--- config.mk ---
export PLATFORM = sky130hd
export DESIGN_NAME = branch_predictor_btb
export DESIGN_NICKNAME = d
export VERILOG_FILES = /design/src/rtl/branch_predictor_btb.sv
export SDC_FILE = /design/constraint.sdc
export NUM_CORES = 1
export LEC_CHECK = 0
export CORE_MARGIN = 2
export CORE_UTILIZATION = 59
export CTS_CLUSTER_DIAMETER = 100
export DETAILED_ROUTE_END_ITERATION = 7
export PLACE_DENSITY = 0.81
export SYNTH_ARGS = -nofsm -noshare
export SYNTH_HDL_FRONTEND = slang
export SYNTH_SLANG_ARGS = --single-unit
--- constraint.sdc ---
create_clock -name clk -period 5.4 [get_ports clk]
set_input_delay 1.08 -clock clk [delete_from_list [all_inputs] [get_ports clk]]
set_output_delay 1.08 -clock clk [all_outputs]
set_load 0.02 [all_outputs]
--- src/rtl/branch_predictor_btb.sv ---
// Direct-mapped BTB with 2-bit PHT for the RV32 fetch stage.
// Optional gshare history indexing is enabled with `define GSHARE_EN.
module branch_predictor_btb #(
  parameter int XLEN    = 32,
  parameter int ENTRIES = 16,
  parameter int TAG_W   = 8,
  parameter int GHR_W   = 4
) (
  input  logic            clk,
  input  logic            rst,
  input  logic            fetch_valid,
  input  logic [XLEN-1:0] fetch_pc,
  output logic            pred_hit,
  output logic            pred_taken,
  output logic [XLEN-1:0] pred_target,
  input  logic            resolve_valid,
  input  logic            resolve_is_jump,
  input  logic [XLEN-1:0] resolve_pc,
  input  logic            resolve_taken,
  input  logic [XLEN-1:0] resolve_target,
  input  logic            resolve_pred_taken,
  input  logic [XLEN-1:0] resolve_pred_target,
  output logic            mispredict,
  output logic [XLEN-1:0] redirect_pc,
  output logic [31:0]     lookup_count,
  output logic [31:0]     mispredict_count
);

  localparam int IDX_W = $clog2(ENTRIES);
  localparam int TLO   = IDX_W + 2;
  localparam int THI   = IDX_W + 1 + TAG_W;
  localparam int unused_ghr_w = GHR_W;

  logic [ENTRIES-1:0]      valid_q, valid_d;
  logic [ENTRIES-1:0][1:0] pht_q, pht_d;
  logic [TAG_W-1:0]        tag_q [ENTRIES];
  logic                    jmp_q [ENTRIES];
  logic [XLEN-1:0]         tgt_q [ENTRIES];
  logic [31:0]             lookup_q, lookup_d;
  logic [31:0]             misp_q, misp_d;

  logic [IDX_W-1:0] f_idx, f_pidx, r_idx, r_pidx;
  logic [TAG_W-1:0] f_tag, r_tag;
  logic             r_hit, wr_en;
  logic [1:0]       r_ctr;
  logic             unused_pc;

  assign f_idx = fetch_pc[IDX_W+1:2];
  assign f_tag = fetch_pc[THI:TLO];
  assign r_idx = resolve_pc[IDX_W+1:2];
  assign r_tag = resolve_pc[THI:TLO];
  assign unused_pc = ^{fetch_pc, resolve_pc};

`ifdef GSHARE_EN
  logic [GHR_W-1:0] ghr_q, ghr_d;

  assign f_pidx = f_idx ^ IDX_W'(ghr_q);
  assign r_pidx = r_idx ^ IDX_W'(ghr_q);

  // History shifts in each resolving conditional branch outcome
  always_comb begin
    ghr_d = ghr_q;
    if (resolve_valid && !resolve_is_jump)
      ghr_d = {ghr_q[GHR_W-2:0], resolve_taken};
  end

  // History register, cleared on reset
  always_ff @(posedge clk) begin
    if (rst) ghr_q <= '0;
    else     ghr_q <= ghr_d;
  end
`else
  assign f_pidx = f_idx;
  assign r_pidx = r_idx;
`endif

  // Fetch lookup reads pre-update state: no write bypass
  always_comb begin
    pred_hit    = valid_q[f_idx] && (tag_q[f_idx] == f_tag);
    pred_taken  = pred_hit && (jmp_q[f_idx] || pht_q[f_pidx][1]);
    pred_target = pred_taken ? tgt_q[f_idx] : fetch_pc + XLEN'(4);
  end

  // Resolution check: wrong direction, or taken to the wrong place
  always_comb begin
    mispredict  = 1'b0;
    redirect_pc = '0;
    if (resolve_valid) begin
      mispredict = (resolve_taken != resolve_pred_taken) ||
                   (resolve_taken &&
                    (resolve_target != resolve_pred_target));
      redirect_pc = resolve_taken ? resolve_target
                                  : resolve_pc + XLEN'(4);
    end
  end

  assign r_hit = valid_q[r_idx] && (tag_q[r_idx] == r_tag);
  assign r_ctr = pht_q[r_pidx];

  // Training: saturating PHT step, allocate or refresh on taken
  always_comb begin
    valid_d = valid_q;
    pht_d   = pht_q;
    wr_en   = 1'b0;
    if (resolve_valid) begin
      if (!resolve_is_jump) begin
        if (resolve_taken)
          pht_d[r_pidx] = (r_ctr == 2'b11) ? r_ctr : r_ctr + 2'd1;
        else
          pht_d[r_pidx] = (r_ctr == 2'b00) ? r_ctr : r_ctr - 2'd1;
      end
      if (resolve_taken) begin
        wr_en = 1'b1;
        if (!r_hit) begin
          valid_d[r_idx] = 1'b1;
          if (!resolve_is_jump) pht_d[r_pidx] = 2'b10;
        end
      end
    end
  end

  // Saturating statistics
  always_comb begin
    lookup_d = lookup_q;
    misp_d   = misp_q;
    if (fetch_valid && lookup_q != '1) lookup_d = lookup_q + 32'd1;
    if (mispredict && misp_q != '1)    misp_d   = misp_q + 32'd1;
  end

  // Valid bits, PHT and counters with synchronous reset
  always_ff @(posedge clk) begin
    if (rst) begin
      valid_q  <= '0;
      pht_q    <= '0;
      lookup_q <= '0;
      misp_q   <= '0;
    end else begin
      valid_q  <= valid_d;
      pht_q    <= pht_d;
      lookup_q <= lookup_d;
      misp_q   <= misp_d;
    end
  end

  // Entry payload; only meaningful while the valid bit is set
  always_ff @(posedge clk) begin
    if (!rst && wr_en) begin
      tag_q[r_idx] <= r_tag;
      jmp_q[r_idx] <= resolve_is_jump;
      tgt_q[r_idx] <= resolve_target;
    end
  end

  assign lookup_count     = lookup_q;
  assign mispredict_count = misp_q;

endmodule
# After elaboration in Yosys (flattened, before gate mapping)
# Memories as Yosys holds them, arrays and structs flattened.
# Cells that the tools add are included.
[op_classes]
magnitude_cmp = 3
add_sub_neg = 6
mux = 30
n_eq_ne = 7
n_reduce_logical = 13
bitwise_logic = 5
[ops]
columns = ["cell", "n"]
rows = [
  ["$mux W32", 9],
  ["$add A32 B1 Y32 const B", 2],
  ["$add A32 B3 Y32 const B", 2],
  ["$bwmux W32", 2],
  ["$ne A32 B32 Y1 const B", 2],
  ["$ne A32 B32 Y1", 1],
  ["$or A16 B16 Y16", 2],
  ["$and A16 B16 Y16", 1],
  ["$bmux W2 S4", 2],
  ["$eq A8 B8 Y1", 2],
  ["$not A16 Y16", 1],
  ["$lt A4 B5 Y1 const B", 2],
  ["$mux W2", 5],
  ["$bmux W1 S4", 2],
  ["$demux W2 S4", 1],
  ["$logic_and A1 B1 Y1", 8],
  ["$mux W1", 8],
  ["$demux W1 S4", 1],
  ["$ge A4 B1 Y1 const B", 1],
  ["$reduce_and A3 Y1", 1],
  ["$add A2 B1 Y2 const B", 1],
  ["$eq A2 B2 Y1 const B", 1],
  ["$logic_not A2 Y1", 1],
  ["$logic_or A1 B1 Y1", 2],
  ["4 further kinds", 4],
]
[totals]
inputBits = 135
mem_bits_rw = 656
regBits = 112
output_inout_bits = 131
mem_count = 3
word_cells = 86
[mem_list]
columns = ["name", "depth", "word_bits", "read_ports", "rd_ports_with_merged_regs", "wr", "line_no", "text"]
rows = [
  ["tgt_q", 16, 32, 1, 0, 1, "38", "logic [XLEN-1:0] tgt_q [ENTRIES];"],
  ["tag_q", 16, 8, 2, 0, 1, "36", "logic [TAG_W-1:0] tag_q [ENTRIES];"],
  ["jmp_q", 16, 1, 1, 0, 1, "37", "logic jmp_q [ENTRIES];"],
]

# Logic depth before layout (Yosys ltp)
[logic_depth]
ltp_word = 12
depth_mapped = 14
depth_no_buf = 9

# Worst setup path after synthesis
# Ideal clock, no wire load.
[synth_timing]
kind = "in2reg"
from = "input resolve_pc[3]"
to = "memory jmp_q[4] (enable)"
stages = 11
t_arrival_ns = 4.393
setup_time_ns = 0.439
t_required_ns = 4.961
slack_ns = 0.568
cell_sequence = "buf_2 > buf_6 > buf_4 > buf_4 > buf_2 > inv_1 > ha_1 > nand2_1 > or3_1 > clkbuf_1 > nor2_1"
[synth_rtl]
columns = ["item", "line_no", "text"]
rows = [
  ["from (decl)", "18", "input logic [XLEN-1:0] resolve_pc,"],
  ["to (decl)", "37", ""],
]
# Straight into the memory's write port.

# Worst setup path in the final report
[layout_timing]
from = "input resolve_target[3]"
to = "output mispredict"
[layout_via]
elab_chain_len = 4
[layout_rtl]
columns = ["item", "line_no", "text"]
rows = [
  ["from (decl)", "20", "input logic [XLEN-1:0] resolve_target,"],
  ["$ne A32 B32 Y1", "91", "(resolve_target != resolve_pred_target));"],
  ["$logic_and A1 B1 Y1", "90", "(resolve_taken &&"],
  ["$logic_or A1 B1 Y1", "89", "mispredict = (resolve_taken != resolve_pred_taken) ||"],
  ["$mux W1", "88", "if (resolve_valid) begin"],
  ["to (decl)", "23", "output logic mispredict,"],
]
# Every way passes these cells.

==> results_dict.tcl <==
set metrics [dict create \
    holdPathStages 2 \
    post-route-min-period_ns 5.43 \
    ys_seq_area_share_pct 64.9 \
    syn_avg_cell_area_um2 16.4 \
    crit_family "simple AND/OR/NAND/NOR gates" \
    drtPass1Iterations 7 \
    worst_path_max_delay_cell "or4_4" \
    p_leak_nw 13.4 \
    startpoint "resolve_target[3]" \
    grt_overflow 0 \
    grt_pass1_wl_mm 144 \
    yosysTopAreaCell "edfxtp_1" \
    drc 0 \
    place_hpwl_mm 60.8 \
    finalHoldViolCount 0 \
    ys_types 58 \
    finalSetupViolations 1 \
    diodes 0 \
    grt_max_degree 97 \
    root_buffer "clkbuf_16" \
    cp_cell_sequence "clkdlybuf4s50_1, buf_4, xor2_1, nor4_1, nand4_1, or4_4, nand2_1, inv_1, clkdlybuf4s50_1" \
    violations "negative setup slack" \
    clock_sinks 768 \
    stdcell_area_um2 40400 \
    postCtsSetupBuffers 0 \
    core_area_um2 56500 \
    die_h_um 243 \
    reg2reg_depth 8 \
    ys_top_cells_by_count "656 x edfxtp_1, 210 x mux4_2, 134 x nor2_1" \
    power.share.sequential_pct 51.6 \
    intPower_w 0.00970 \
    clk_latency_ns 0.63 \
    rsz0062_at_grt "no" \
    num_rows 87 \
    max_freq_mhz 184 \
    relSlewSlack_pct 36.8 \
    ant_nets 0 \
    io_buffer_count 265 \
    grt_pass1_vias 21744 \
    wire_per_inst_um 30.7 \
    max_stage_delay_ns 0.72 \
    clkSlewWorstSetupHoldPaths_ns 0.06 \
    die-area_um2 59300 \
    fin_crit_sh_pct 101 \
    worstSetupStartpointType "input pin" \
    io_pins 266 \
    initial_utilization_pct 59.9 \
    postLayoutCoreUtil_pct 71.6 \
    critPathMaxFanout 6 \
    viasPerCell 6.70 \
    outcome "finished with violations" \
    cpMostUsedCell "clkdlybuf4s50_1" \
    antenna_found_initial 4 \
    drive_above_1_share_pct 21.4 \
    p_per_area_nw_per_um2 311 \
    ys_ff_latch 768 \
    gp_congestion 0.933 \
    synth-main-ff-cell "edfxtp_1" \
    wl_mm 99.1 \
    yosys_warnings 0 \
    clockPowerShare_pct 40.1 \
    cts_max_level 3 \
    holdWs_ns 0.490 \
    crit_required_ns 4.32 \
    reg2reg_from "mispredict_count[13]$_SDFFE_PP0P_" \
    p_sw_share_pct 22.8 \
    hold_path_class "reg -> reg" \
    p_comb_share_pct 8.3 \
    report.final.slew_viol_count 0 \
    yosysMostFrequentCell "edfxtp_1" \
    num-nets-final 2560 \
    tightest_slew_ns 0.948 \
    cts_tree "yes" \
    tns_ns -0.0309 \
    critPathKind "in -> out" \
    syn_area_um2 33800 \
    drt_iter0_markers 3303 \
    die_w_um 243 \
    fin_ws_ns -0.0309 \
    peakVddDrop_mv 0.232 \
    synth_nets 2200 \
    cap_violations 0 \
    clk_path_buf_depth 3 \
    ys_top_cells_by_area "edfxtp_1 58%, mux4_2 14%, dfxtp_1 6.6%" \
    placed_area_um2 38100 \
    path_buf_inv 4 \
    holdCritStartpoint "valid_q[11]$_SDFFE_PP0P_" \
    numCtsBuffers 75 \
    synth_edf_count 656 \
    area_delta_synth_final_pct 19.5 \
    cp.arrival_ns 4.35 \
    fin_skew_ns 0.0183 \
    synth-async-reset-ratio_pct 0 \
    synth_top_area_share_pct 58.2 \
    p_switching_w 0.00287 \
    dr_total_vias 21677 \
    rrSetupSlack_ns 2.37 \
    track_usage_pct 33.5 \
    worstHoldEndpoint "valid_q[11]$_SDFFE_PP0P_" \
    critPathCaptureType "output pin" \
    rr_endpoint "mispredict_count[4]$_SDFFE_PP0P_" \
    syn_inst 2058 \
]
cells by family (layout without fill, tap and decap cells):
logic type,after synthesis,count (layout),share of synthesized area (%)
DFF,768,768,64.9
buffers and inverters,158,577,2.28
xor gates and xnor gates,150,150,3.88
adders and majority gates,7,7,0.259
and+or+nand+nor,478,478,7.00
AOI/OAI and AO/OA,181,181,3.48
muxes,316,316,18.2
power by group through the flow:
stage	Sequential (W)	Clock [W]	Combinational (W)
after floorplan	0.00661	0	0.000535
after global placement	0.00661	0	0.00100
after detailed placement	0.00661	0	0.00102
after CTS	0.00649	0.00508	0.00103
after global routing	0.00649	0.00529	0.00109
final	0.00649	0.00505	0.00104
cell usage in the layout, fill, tap and decap left out, types with 43 or more instances in the layout:
master / n
xnor2_1: 73
dfxtp_1: 112
xor2_1: 77
nand3_1: 43
clkdlybuf4s50_1: 226
mux4_2: 210
mux2i_1: 54
nand2_1: 107
clkbuf_16: 76
nor2_1: 117
o21ai_0: 46
buf_4: 121
edfxtp_1: 656
worst max-delay path by stage:
stage	depth (start not counted)	slack, ns	end
final	9	-0.03	mispredict
after global routing	12	0.006	pred_target[12]
after floorplan	11	0.57	jmp_q[4]$_DFFE_PP_
after detailed placement	10	-0.32	pred_target[2]
after CTS	11	0.001	pred_target[3]
after global placement	10	-0.23	pred_target[2]
stage by stage:
step | setup slack [ns] | power [W] | std cells
final | -0.0309 | 0.0126 | 3233
after floorplan | 0.568 | 0.00715 | 2058
after global placement | -0.230 | 0.00761 | 3096
after CTS | 0.00113 | 0.0126 | 3232
after detailed placement | -0.316 | 0.00763 | 3096
after global routing | 0.00578 | 0.0129 | 3233
metal layers:
metal  GRT usage, %  wire length [µm]  vias up
li1               -                 -     8835
met1           43.1             34600    10852
met2           54.1             48100     1670
met3           8.88             12000      316
met4           14.9              4440        4
met5              0                27        -
flip-flops by register name (all words and copies together), names as in the netlist:
signal            count
valid_q              16
pht_q                32
tag_q               128
jmp_q                16
lookup_count         32
mispredict_count     32
tgt_q               512
layout make-up:
cell class | instances | area [µm²]
flip-flops and latches | 768 | 21900
fillers | 3280 | 16100
multi-input cells | 1132 | 11300
inverters | 43 | 161
clock buffers | 89 | 1960
clock inverters | 47 | 378
repair buffers | 398 | 3770
well taps | 756 | 946
repair_timing:
action | CTS | global route
gates resized for setup | 38 | 4
endpoints found under the setup margin | 32 | 33
pin swaps | 0 | 3
hold buffers | 0 | 0
cloned | 0 | 1
hold endpoints to repair | 0 | 0
worst register-to-register path, stage by stage, from the launching register on:
cell,delay (ns)
dfxtp_1,0.42
nand4_1,0.20
or4b_2,0.80
nor4_1,0.30
nand4_1,0.18
nor2_1,0.52
or4b_2,0.25
xor2_1,0.16
nor2_1,0.05
(Power assumes the default switching activity.)
